## src/rtl/sudoku_pkg.sv

```systemverilog
// sudoku_pkg: result codes, move-checker FSM states and board cell addressing
package sudoku_pkg;
   localparam logic [1:0] RES_OK = 2'b00, RES_FIM = 2'b01, RES_CONF = 2'b10, RES_INV = 2'b11;
   typedef enum logic [1:0] {IDLE, LOAD, SCAN, FINISH} estado_t;
   function automatic int idx(input int r, input int c, input int n, input int w);
      return (r * n + c) * w;
   endfunction
endpackage

```

## src/rtl/sudoku_conflito_celula.sv

```systemverilog
// sudoku_conflito_celula: classifies scanned cell k against the move (row/column/box clash, emptiness)
module sudoku_conflito_celula #(
   parameter int BLOCO = 3,
   parameter int W = 4,
   parameter int KW = 7
) (
   input  logic [KW-1:0] k,
   input  logic [W-1:0]  linha,
   input  logic [W-1:0]  coluna,
   input  logic [W-1:0]  cel,
   input  logic [W-1:0]  valor,
   input  logic          modo,
   output logic          conflito,
   output logic          vazio
);
   localparam int N = BLOCO * BLOCO;
   int r, c, tr, tc;
   logic mesma;
   always_comb begin
      r = int'(k) / N;
      c = int'(k) % N;
      tr = int'(linha) - 1;
      tc = int'(coluna) - 1;
      mesma = r == tr || c == tc || (r / BLOCO == tr / BLOCO && c / BLOCO == tc / BLOCO);
      conflito = !modo && !(r == tr && c == tc) && cel == valor && mesma;
      vazio = cel == '0;
   end
endmodule

```

## src/rtl/verifica_jogada_param.sv

```systemverilog
// verifica_jogada_param: inserts one value into an NxN board, then scans it cell by cell
// for rule conflicts (or checks the solution board) and reports completion.
module verifica_jogada_param import sudoku_pkg::*; #(
   parameter int BLOCO = 3,
   parameter int W = 4,
   localparam int N = BLOCO * BLOCO,
   localparam int GRID = N * N * W
) (
   input  logic            clk,
   input  logic            rst,
   input  logic            start,
   input  logic [W-1:0]    linha,
   input  logic [W-1:0]    coluna,
   input  logic [W-1:0]    valor,
   input  logic            modo,
   input  logic [0:GRID-1] sudoku_jogador,
   input  logic [0:GRID-1] sudoku_gabarito,
   output logic [0:GRID-1] novo_sudoku,
   output logic            we_sudoku,
   output logic            busy,
   output logic            done,
   output logic [1:0]      resultado,
   output logic [W-1:0]    conf_linha,
   output logic [W-1:0]    conf_coluna
);
   localparam int KW = $clog2(N * N);
   estado_t st, st_n;
   logic [W-1:0] lin, col, val, cel;
   logic mod, vazio, ilegal, erro, ult, conflito, vz;
   logic [0:GRID-1] buff;
   logic [KW-1:0] k;
   int tgt;
   sudoku_conflito_celula #(.BLOCO(BLOCO), .W(W), .KW(KW)) u_cel (
      .k(k), .linha(lin), .coluna(col), .cel(cel), .valor(val), .modo(mod),
      .conflito(conflito), .vazio(vz)
   );
   always_comb begin
      st_n = st;
      tgt = idx(int'(lin) - 1, int'(col) - 1, N, W);
      cel = buff[int'(k) * W +: W];
      ilegal = lin == '0 || int'(lin) > N || col == '0 || int'(col) > N ||
               val == '0 || int'(val) > N || buff[tgt +: W] != '0;
      erro = mod && sudoku_gabarito[tgt +: W] != val;
      ult = k == KW'(N * N - 1);
      unique case (st)
         IDLE:   st_n = start ? LOAD : IDLE;
         LOAD:   st_n = (ilegal || erro) ? FINISH : SCAN;
         SCAN:   st_n = (conflito || ult) ? FINISH : SCAN;
         FINISH: st_n = IDLE;
      endcase
   end
   // A rejected move clears its target again, so the buffer always equals the board to publish
   always_ff @(posedge clk) begin
      if (rst) begin
         st <= IDLE;
         lin <= '0;
         col <= '0;
         val <= '0;
         mod <= 1'b0;
         buff <= '0;
         k <= '0;
         vazio <= 1'b0;
         resultado <= RES_OK;
         conf_linha <= '0;
         conf_coluna <= '0;
      end else begin
         st <= st_n;
         unique case (st)
            IDLE: if (start) begin
               lin <= linha;
               col <= coluna;
               val <= valor;
               mod <= modo;
               buff <= sudoku_jogador;
               k <= '0;
               vazio <= 1'b0;
               resultado <= RES_OK;
               conf_linha <= '0;
               conf_coluna <= '0;
            end
            LOAD: begin
               k <= '0;
               if (ilegal) resultado <= RES_INV;
               else if (erro) begin
                  resultado <= RES_CONF;
                  conf_linha <= lin;
                  conf_coluna <= col;
               end else buff[tgt +: W] <= val;
            end
            SCAN: if (conflito) begin
               resultado <= RES_CONF;
               conf_linha <= W'(int'(k) / N + 1);
               conf_coluna <= W'(int'(k) % N + 1);
               buff[tgt +: W] <= '0;
            end else begin
               vazio <= vazio | vz;
               if (ult) resultado <= (vazio | vz) ? RES_OK : RES_FIM;
               else k <= k + 1'b1;
            end
            FINISH: ;
         endcase
      end
   end
   assign novo_sudoku = buff;
   assign busy = st != IDLE;
   assign done = st == FINISH;
   assign we_sudoku = done && !resultado[1];
endmodule

```

## config.mk

```make
export PLATFORM = sky130hd
export DESIGN_NAME = verifica_jogada_param
export DESIGN_NICKNAME = d
export VERILOG_FILES = /design/src/rtl/sudoku_pkg.sv /design/src/rtl/sudoku_conflito_celula.sv /design/src/rtl/verifica_jogada_param.sv
export SDC_FILE = /design/constraint.sdc
export NUM_CORES = 2
export LEC_CHECK = 0
export ABC_CLOCK_PERIOD_IN_PS = 11140
export CAP_MARGIN = 20
export CORE_AREA = 4 4 393 395
export CTS_CLUSTER_DIAMETER = 40
export CTS_CLUSTER_SIZE = 8
export DETAILED_ROUTE_END_ITERATION = 10
export DIE_AREA = 0 0 397 399
export PLACE_DENSITY = 0.44
export SLEW_MARGIN = 20
export SYNTH_ARGS = -nofsm -noshare
export SYNTH_HDL_FRONTEND = slang
export SYNTH_HIERARCHICAL = 1
export SYNTH_SLANG_ARGS = --single-unit
```

## constraint.sdc

```tcl
create_clock -name clk -period 11.14 [get_ports clk]
set_input_delay 2.785 -clock clk [delete_from_list [all_inputs] [get_ports clk]]
set_output_delay 2.785 -clock clk [all_outputs]
set_load 0.02 [all_outputs]
```

==> run_results.csv <==
group,metric,value,unit
critical_path,crit_required,11710,ps
drt,post_drt_wl_per_cell,35.10,um
synth,synth_ff_type,"dfxtp_1",
global_route,first_global_vias,38430,
sta,slew_violations,0,
drt,postRouteAntennaNets,0,
clock_tree,later_pin_clock_latency_in_the_skew_report,710,ps
cells_and_area,sequential_cell_area,7158,sq um
drt,vias,39610,
hold_path,hp-class,"reg2reg",
synth,number_of_flip_flops_and_latches_in_the_synthesized_netlist,357,
critical_path,cp_num_cells,58,
clock_tree,cts.htree.levels,3,
global_route,grt_antenna_before_repair,44,
sta,maxClockFrequency,0.09096,GHz
critical_path,depth_of_the_most_critical_reg_to_reg_path,58,
global_route,wire_length_of_the_first_global_routing_pass,323600,um
sta,period_share,98.69,%
drt,detail_route.drc_violations,0,
critical_path,cp_data_arrival_time,11560,ps
power_and_ir_drop,peakVddDrop,0.5238,mV
cells_and_area,multi_input_area,27010,sq um
critical_path,critical_path.n_buffers_inverters,10,
cells_and_area,finish.net_count,5564,
cells_and_area,final_cell_count_no_fill,6958,
critical_path,critical_path.slowest_cell,"or4_1",
sta,min_period,10990,ps
sta,max_slew.worst_pin.slew,1253,ps
synth,synth-warning-count,6,
drt,count_of_tritonroute_iterations_in_the_first_routing_pass,6,
synth,netlist-cell-type-count,125,
floorplan,floorplan.initialDensity,23.31,%
sta,finalHoldViolCount,0,
sta,maxSlewHeadroom,16.13,%
sta,unrepaired_setup_endpoints_after_global_routing,"yes",
synth,synth_area_per_cell,9.167,sq um
synth,mappedNetlistNets,4578,
place,place.gp.congestion,0.9344,
synth,synth_area,35240,sq um
hold_path,worst_hold_path.num_cells,2,
clock_tree,numCtsBuffers,87,
floorplan,fp.dieH,399,um
global_route,grt_max_degree,184,
clock_tree,max-clock-path-buffers,3,
floorplan,core_outline_area,151200,sq um
critical_path,path_delay_family,"compound AO/OA/AOI/OAI gates",
cells_and_area,final_core_utilization,34.93,%
cells_and_area,flow.area_growth_from_synthesis,49.85,%
cells_and_area,layout-drive-gt1-share,19.34,%
critical_path,worst_setup_path_start_kind,"flop",
floorplan,die_width,397,um
clock_tree,root_buffer,"clkbuf_16",
synth,synth_edf_count,0,
synth,asyncSetResetFlopFracSynth,0,%
power_and_ir_drop,powerDensity,384.6,nW/um^2
floorplan,boundaryPins,1001,
clock_tree,clock_sink_count,357,
drt,drt-initial-drc-count,3838,
cells_and_area,n_fill_cell,15480,
floorplan,placement_rows,143,
synth,syn_inst,3844,
place,dp_hpwl,192200,um
sta,setup_total_negative_slack,0,ps
place,dp_cells,6724,
global_route,groute.usage.overall,28.96,%
critical_path,critical_path.max_fanout,8,
power_and_ir_drop,static-leakage-power,0.01857,uW
floorplan,dieArea,158400,sq um
outcome,run_status,"finished, final reports clean",
global_route,grt_residual_overflow,0,
flow_run,maxCapViolCount,0,
critical_path,crit_top_cell,"inv_2",
sta,clock-skew-final,53.67,ps
clock_tree,cts.reportedPaths.clkPinSlew,50,ps
drt,drt_wl_total,244200,um
place,port-buffer-count,1000,
sta,setup_violations,0,
drt,number_of_vias_per_cell_after_detailed_routing,5.692,
critical_path,setup.worst_path.class,"reg2reg",
clock_tree,clock_tree_from_tritoncts,"yes",
synth,ys_seq_area_share,20.28,%
critical_path,worst_setup_path_end_kind,"flop",
critical_path,critical-path-max-stage-delay,490,ps
-- per-stage QoR --
stage               hold WS, ps  total power [uW]  area, sq um  setup WS [ps]
floorplan                 496.0             10460        35310          25.56
global placement          469.6             17020        48090          182.3
global route              526.9             21050        52760         -206.2
finish                    481.3             20310        52800          146.4
detailed placement        480.3             17040        48110          6.101
CTS                       486.4             19840        51240          44.55
-- tightest hold or removal path, cell delays in order, from the launching register on --
cell and delay (ps):
dfxtp_1 310, nand3_1 60, a21oi_1 60
-- where the power goes --
group / total (uW) / leakage [uW] / switching, uW / internal [uW]
Clock: 2740 / 0.00150 / 931 / 1810
Combinational: 14700 / 0.0141 / 9370 / 5310
Sequential: 2890 / 0.00293 / 1140 / 1750
Total: 20300 / 0.0186 / 11400 / 8860
-- routing by layer --
layer	wire length [um]	share of wire [%]	global-route usage [%]
met5	153	0.063	0
met4	13810	5.7	13.80
met3	21010	8.6	7.538
met2	110000	45	46.22
met1	99280	41	36.33
-- final timing paths --
kind                  startpoint         endpoint  slack (ps)
hold reg to reg   conf_coluna[1]   conf_coluna[1]         480
setup / recovery            k[4]  novo_sudoku[60]         150
setup reg to reg            k[4]  novo_sudoku[60]         150
hold / removal    conf_coluna[1]   conf_coluna[1]         480
-- cells in the mapped netlist, types with 17 or more instances --
master | n | area share (%)
mux2i_1 | 660 | 19
clkbuf_1 | 186 | 2.0
nand4_1 | 23 | 0.41
or3_1 | 30 | 0.53
mux4_2 | 160 | 10
nor3_1 | 96 | 1.4
a21oi_1 | 97 | 1.4
nor4_1 | 73 | 1.3
o2bb2ai_1 | 127 | 3.2
o2bb2ai_2 | 201 | 8.6
inv_1 | 85 | 0.91
dfxtp_1 | 357 | 20
buf_6 | 29 | 0.93
o21ai_0 | 80 | 1.1
nor2b_1 | 27 | 0.48
o22ai_1 | 23 | 0.41
o311ai_0 | 36 | 0.89
o221ai_1 | 17 | 0.42
xor2_1 | 19 | 0.47
buf_2 | 48 | 0.68
a211o_1 | 17 | 0.42
buf_4 | 39 | 0.83
ha_1 | 66 | 2.3
nor2_1 | 149 | 1.6
buf_1 | 17 | 0.18
o211ai_1 | 32 | 0.68
nand2b_1 | 31 | 0.55
xnor2_1 | 48 | 1.2
and3_1 | 25 | 0.44
a211oi_1 | 31 | 0.66
nand2_1 | 581 | 6.2
a22oi_1 | 31 | 0.66
a31oi_1 | 17 | 0.30
nand3_1 | 66 | 0.94
-- registers in the layout (all words and copies together), names as in the netlist --
| register | count |
|---|---|
| col | 4 |
| conf_coluna | 4 |
| conf_linha | 4 |
| k | 7 |
| lin | 4 |
| mod | 1 |
| novo_sudoku | 324 |
| resultado | 2 |
| st | 2 |
| val | 4 |
| vazio | 1 |
-- kinds of logic after synthesis --
group           synth area share [%]
simple gates                   15.90
compound gates                 24.24
mux                            29.30
buf+inv                        5.603
flops                          20.28
fa+ha+maj                      2.684
xor+xnor                       1.992
-- cells in the final DEF, fill, tap and decap left out, types with 18 or more instances in the layout --
master,synthesis,routed
nor2_1,149,135
inv_1,85,80
nor4_1,73,72
diode_2,0,25
xnor2_1,48,44
mux4_2,160,160
buf_4,39,143
o22ai_1,23,23
nor2b_1,27,26
and3_1,25,25
nand4_1,23,23
clkbuf_16,0,108
o211ai_1,32,32
nand3_1,66,65
a21oi_1,97,93
o21ai_0,80,79
o2bb2ai_1,127,81
buf_12,0,34
o2bb2ai_2,201,234
nor3_1,96,90
clkinv_2,0,21
dfxtp_1,357,352
ha_1,66,57
or3_1,30,30
clkdlybuf4s50_1,0,1000
nand2_1,581,578
a211oi_1,31,26
xor2_1,19,18
a22oi_1,31,30
mux2i_1,660,659
o311ai_0,36,36
nand2b_1,31,28
-- final cells by class --
| type | instances | share of cell area [%] |
|---|---|---|
| Inverter | 90 | 0.6421 |
| Sequential cell | 357 | 13.56 |
| Multi-Input combinational cell | 3077 | 51.14 |
| Antenna cell | 25 | 0.1185 |
| Tap cell | 2030 | 4.810 |
| Timing Repair Buffer | 1217 | 23.83 |
| Clock buffer | 109 | 4.609 |
| Clock inverter | 53 | 1.294 |
-- what timing repair did --
item,4_1_cts,5_1_grt
gates resized for setup,0,129
endpoints found under the setup margin,324,342
hold buffers,0,0
buffers inserted,2,22
pin swaps,0,35
cloned,0,23
No activity file was read; power rests on OpenSTA's default activity.
